==> src/rtl/drive_sequencer.sv <==
// Drive-code sequencer between the movement system and the PWM generator.
// Each motor channel enforces soft-start ramp and reversal dead time, counted in PWM periods (E).

module drive_channel #(
    parameter int DEAD_PERIODS = 4,
    parameter int RAMP_PERIODS = 2,
    parameter int CNT_W        = 8
) (
    input  logic       CLK,
    input  logic       RST,
    input  logic       E,
    input  logic       Stop,
    input  logic       accept,
    input  logic [1:0] cmd,
    output logic [1:0] drive,
    output logic       busy
);
    typedef enum logic [1:0] {IDLE, RUN, RAMP, DEAD} state_t;

    typedef struct packed {
        state_t           st;
        logic [CNT_W-1:0] cnt;
        logic [1:0]       tgt;
        logic [1:0]       drv;
    } chan_t;

    localparam logic [CNT_W-1:0] ONE     = CNT_W'(1);
    localparam logic [CNT_W-1:0] DEAD_LD = CNT_W'(DEAD_PERIODS);
    localparam logic [CNT_W-1:0] RAMP_LD = CNT_W'(RAMP_PERIODS);

    chan_t r;

    function automatic chan_t run_at(input logic [1:0] t);
        chan_t n;
        n.st  = (t == 2'd0) ? IDLE : RUN;
        n.cnt = '0;
        n.tgt = t;
        n.drv = t;
        return n;
    endfunction

    // Entry from stop or from the end of dead time: full speed forward needs the soft start first.
    function automatic chan_t settle(input logic [1:0] t);
        chan_t n;
        if (t == 2'd2 && RAMP_PERIODS != 0) begin
            n.st  = RAMP;
            n.cnt = RAMP_LD;
            n.tgt = t;
            n.drv = 2'd1;
        end else begin
            n = run_at(t);
        end
        return n;
    endfunction

    function automatic chan_t dead_on(input logic [1:0] t);
        chan_t n;
        n.st  = DEAD;
        n.cnt = DEAD_LD;
        n.tgt = t;
        n.drv = 2'd0;
        return n;
    endfunction

    function automatic logic reversal(input logic [1:0] c, input logic [1:0] t);
        return ((c == 2'd1 || c == 2'd2) && t == 2'd3) ||
               (c == 2'd3 && (t == 2'd1 || t == 2'd2));
    endfunction

    function automatic chan_t on_accept(input chan_t cur, input logic [1:0] t);
        chan_t n;
        n = cur;
        if (t != cur.drv) begin
            if (t == 2'd0)
                n = run_at(2'd0);
            else if (reversal(cur.drv, t))
                n = (DEAD_PERIODS != 0) ? dead_on(t) : settle(t);
            else if (cur.drv == 2'd0)
                n = settle(t);
            else
                n = run_at(t);
        end
        return n;
    endfunction

    function automatic chan_t on_period(input chan_t cur);
        chan_t n;
        n = cur;
        if (cur.st == DEAD || cur.st == RAMP) begin
            if (cur.cnt == ONE)
                n = (cur.st == DEAD) ? settle(cur.tgt) : run_at(cur.tgt);
            else if (cur.cnt != '0)
                n.cnt = cur.cnt - ONE;
        end
        return n;
    endfunction

    // Stop outranks a same-cycle accept; an accept outranks a same-cycle E (load wins).
    always_ff @(posedge CLK or posedge RST) begin
        if (RST)
            r <= run_at(2'd0);
        else if (Stop)
            r <= run_at(2'd0);
        else if (accept)
            r <= on_accept(r, cmd);
        else if (E)
            r <= on_period(r);
    end

    assign drive = r.drv;
    assign busy  = (r.st == RAMP) || (r.st == DEAD);
endmodule

module drive_sequencer #(
    parameter int DEAD_PERIODS = 4,
    parameter int RAMP_PERIODS = 2,
    parameter int CNT_W        = 8
) (
    input  logic       CLK,
    input  logic       RST,
    input  logic       E,
    input  logic       Stop,
    input  logic       CmdValid,
    input  logic [1:0] CmdA,
    input  logic [1:0] CmdB,
    output logic       CmdReady,
    output logic [1:0] DriveA,
    output logic [1:0] DriveB,
    output logic       Busy
);
    localparam int NUM_LANES = 2;

    logic [NUM_LANES-1:0][1:0] cmd;
    logic [NUM_LANES-1:0][1:0] drive;
    logic [NUM_LANES-1:0]      busy;
    logic                      accept;

    assign cmd      = {CmdB, CmdA};
    assign Busy     = |busy;
    assign CmdReady = ~RST & ~Stop & ~Busy;
    assign accept   = CmdValid & CmdReady;

    generate
        for (genvar g = 0; g < NUM_LANES; g++) begin : g_ch
            drive_channel #(
                .DEAD_PERIODS(DEAD_PERIODS),
                .RAMP_PERIODS(RAMP_PERIODS),
                .CNT_W       (CNT_W)
            ) u_ch (
                .CLK   (CLK),
                .RST   (RST),
                .E     (E),
                .Stop  (Stop),
                .accept(accept),
                .cmd   (cmd[g]),
                .drive (drive[g]),
                .busy  (busy[g])
            );
        end
    endgenerate

    assign DriveA = drive[0];
    assign DriveB = drive[1];
endmodule

==> config.mk <==
export PLATFORM = sky130hd
export DESIGN_NAME = drive_sequencer
export DESIGN_NICKNAME = d
export VERILOG_FILES = /design/src/rtl/drive_sequencer.sv
export SDC_FILE = /design/constraint.sdc
export NUM_CORES = 1
export LEC_CHECK = 0
export CAP_MARGIN = 20
export CORE_MARGIN = 2
export CORE_UTILIZATION = 53
export DETAILED_ROUTE_END_ITERATION = 12
export PLACE_DENSITY = 0.76
export SLEW_MARGIN = 20
export SYNTH_ARGS = -nofsm -noshare
export SYNTH_HDL_FRONTEND = slang
export SYNTH_SLANG_ARGS = --single-unit
==> constraint.sdc <==
create_clock -name CLK -period 1.8 [get_ports CLK]
set_input_delay 0.36 -clock CLK [delete_from_list [all_inputs] [get_ports CLK]]
set_output_delay 0.36 -clock CLK [all_outputs]
set_load 0.005 [all_outputs]
==> results_dict.tcl <==
set metrics [dict create \
    outcome "finished with violations" \
    violations "negative setup slack" \
    dieHeight_um 68.0 \
    grt_max_degree 29 \
    maxSlewViolCount 0 \
    grt_use_met3_pct 6.09 \
    ys_ff_latch 28 \
    initial_core_util_pct 54.7 \
    use_met2_pct 58.4 \
    htree_levels 1 \
    yosys-top-cells-area "dfrtp_1 32%, ha_1 10%, o21ai_0 4.6%, nand2_1 4.0%, mux2i_1 3.7%" \
    path_delay_family "simple AND/OR/NAND/NOR gates" \
    nets 356 \
    cts_max_path_buffers 2 \
    drive_above_1_share_pct 42.7 \
    final_util_pct 82.8 \
    row_count 23 \
    setup_viol 20 \
    ys_seq_area_share_pct 32.2 \
    synth_common_cells "28 x dfrtp_1, 23 x nand2_1, 20 x o21ai_0" \
    avgViaCountPerCell 6.68 \
    clkLatencyLatePin_ps 280 \
    grt_pass1_vias 2427 \
    fmax_mhz 504 \
    pin_count 15 \
    die_x_um 68.0 \
    cp-end-kind "flip-flop" \
    crit_top_cell "or3_1" \
    die_area_um2 4630 \
    synth_cell_types 51 \
    syn_area_per_cell_um2 8.73 \
    path_clk_slew_ps 100 \
    p_per_area_nw_per_um2 1120 \
    critical_path_class "reg2reg" \
    cp.required_ps 2010 \
    max-slew-margin-rel_pct 58.2 \
    power_leakage_uw 0.00148 \
    startpoint_type "flip-flop" \
    synth_top_area_share_pct 32.2 \
    synthArstFlopShare_pct 100 \
    cp_max_fo 3 \
    rr_startpoint "g_ch[1].u_ch.r[9]$_DFFE_PP0P_" \
    r2r_end "g_ch[1].u_ch.r[11]$_DFFE_PP0P_" \
    finalHoldViolCount 0 \
    grt-busiest-layer "met2" \
    fin_crit_sh_pct 110 \
    finalCriticalPeriod_ps 1990 \
    r2r_slack_ps -190 \
    ys.flop_type "dfrtp_1" \
    yosysMostFrequentCell "dfrtp_1" \
    grt_usage_pct 33.1 \
    syn-num-nets 276 \
    worst_path_max_delay_cell "or4_4" \
    startpoint "g_ch[1].u_ch.r[9]$_DFFE_PP0P_" \
    critical_path_buf_inv_count 0 \
    wirelength_mm 7.85 \
    drc_errors 0 \
    yosysTopAreaCell "dfrtp_1" \
    antenna_left 0 \
    tightest_slew_ps 621 \
    hpwl_mm 4.32 \
    reg2regPathDepth 4 \
    peakVddDrop_v 0.000549 \
    drv_cap 0 \
    path_depth 4 \
    cp-endpoint "g_ch[1].u_ch.r[11]$_DFFE_PP0P_" \
    syn_inst 249 \
    n_fill_cell 208 \
    drt_pass1_iterations 5 \
    area_growth_pct 51.3 \
    num_antenna_cells 0 \
    tns_ps -1960 \
    cts_sinks 28 \
    wl_per_cell_um 20.8 \
    gp_congestion 0.878 \
    antenna_found_initial 0 \
    clk_root_buffer_cell "clkbuf_8" \
    syn-cell-area_um2 2170 \
    overflow 0 \
    grt_pass1_wl_mm 11.3 \
    io_buffers 14 \
    synth_warnings 0 \
    drtIter0Drc 307 \
    cts_tree "built" \
    worst_slack_ps -186 \
    cts_buffers 3 \
    arrival_ps 2190 \
    hold_class "reg2reg" \
    vias 2525 \
    crit_chain "or4_4, or3_1, or3_1, a21boi_1" \
    skew_ps 3.25 \
    crit_path_max_incr_delay_ps 590 \
    rsz0062_at_grt "yes" \
    cts_hold_buf 0 \
    synth_edf_count 0 \
    met1_usage_pct 37.3 \
    core_um2 3970 \
]
-- state kept, by name (all words and copies together), names as in the netlist --
name             count
g_ch.u_ch.drive      4
g_ch.u_ch.r         24
-- cell families (layout without fill, tap and decap cells) --
logic type                 after synthesis  count (layout)  synth area share (%)
adders and majority gates               18              18                  10.4
xor gates and xnor gates                 4               4                  1.61
DFF                                     28              28                  32.2
AOI/OAI and AO/OA                       71              72                  22.0
buffers and inverters                   25             103                  5.53
and+or+nand+nor                         92              92                  23.0
muxes                                   11              11                  5.24
-- worst min path at each step --
stage                                         startpoint  cells past startpoint                                 to
final                     g_ch[0].u_ch.r[10]$_DFFE_PP0P_                      1     g_ch[0].u_ch.r[10]$_DFFE_PP0P_
after global routing      g_ch[0].u_ch.r[10]$_DFFE_PP0P_                      1     g_ch[0].u_ch.r[10]$_DFFE_PP0P_
after CTS                                            RST                      4     g_ch[0].u_ch.r[13]$_DFFE_PP0P_
after detailed placement   g_ch[0].u_ch.r[9]$_DFFE_PP0P_                      2      g_ch[0].u_ch.r[9]$_DFFE_PP0P_
after global placement    g_ch[0].u_ch.r[10]$_DFFE_PP0P_                      1     g_ch[0].u_ch.r[10]$_DFFE_PP0P_
after floorplan                                      RST                      1  g_ch[0].u_ch.drive[0]$_DFFE_PP0P_
-- metrics by stage --
| stage | std cells | power, µW | worst slack [ps] | hold WS (ps) | cell area (µm²) |
|---|---|---|---|---|---|
| 2_1_floorplan | 249 | 1920 | -127 | 267 | 2250 |
| 3_3_place_gp | 358 | 2490 | -493 | 530 | 2790 |
| 3_5_place_dp | 358 | 2550 | -555 | 546 | 2790 |
| 4_1_cts | 371 | 3210 | -102 | 496 | 3050 |
| 5_1_grt | 378 | 3850 | -210 | 574 | 3290 |
| 6_report | 378 | 3700 | -186 | 541 | 3290 |
-- area by class of cell --
class | instances | area (µm²) | area share [%]
tap | 50 | 62.6 | 1.90
clock buffer | 4 | 55.1 | 1.67
multi-input combinational | 197 | 1710 | 52.1
sequential | 28 | 702 | 21.3
timing repair buffer | 86 | 703 | 21.4
inverter | 13 | 52.6 | 1.60
-- cell usage in the layout (no fill, tap or decap), types with 6 or more instances in the layout --
master         instances
o21ai_0                6
a21oi_1               10
nand2_1               21
inv_1                  8
buf_4                 63
buf_6                  8
dlygate4sd2_1          6
mux2i_1                8
o21ai_1               11
nor2_1                15
ha_1                  11
dfrtp_1               27
-- per-layer routing --
metal	vias up	share of wire [%]
met4	0	6.4
met3	55	7.4
li1	1092	-
met2	173	49
met1	1205	37
met5	-	0
-- power breakdown --
group          internal, µW  switching, µW
sequential              774            198
combinational          1080           1230
clock                   197            223
-- timing repair --
action,4_1_cts,5_1_grt
buffers inserted,9,9
endpoints found under the setup margin,26,28
resized for setup,43,50
pin swaps,12,16
gates cloned,1,0
(Power assumes the default switching activity.)
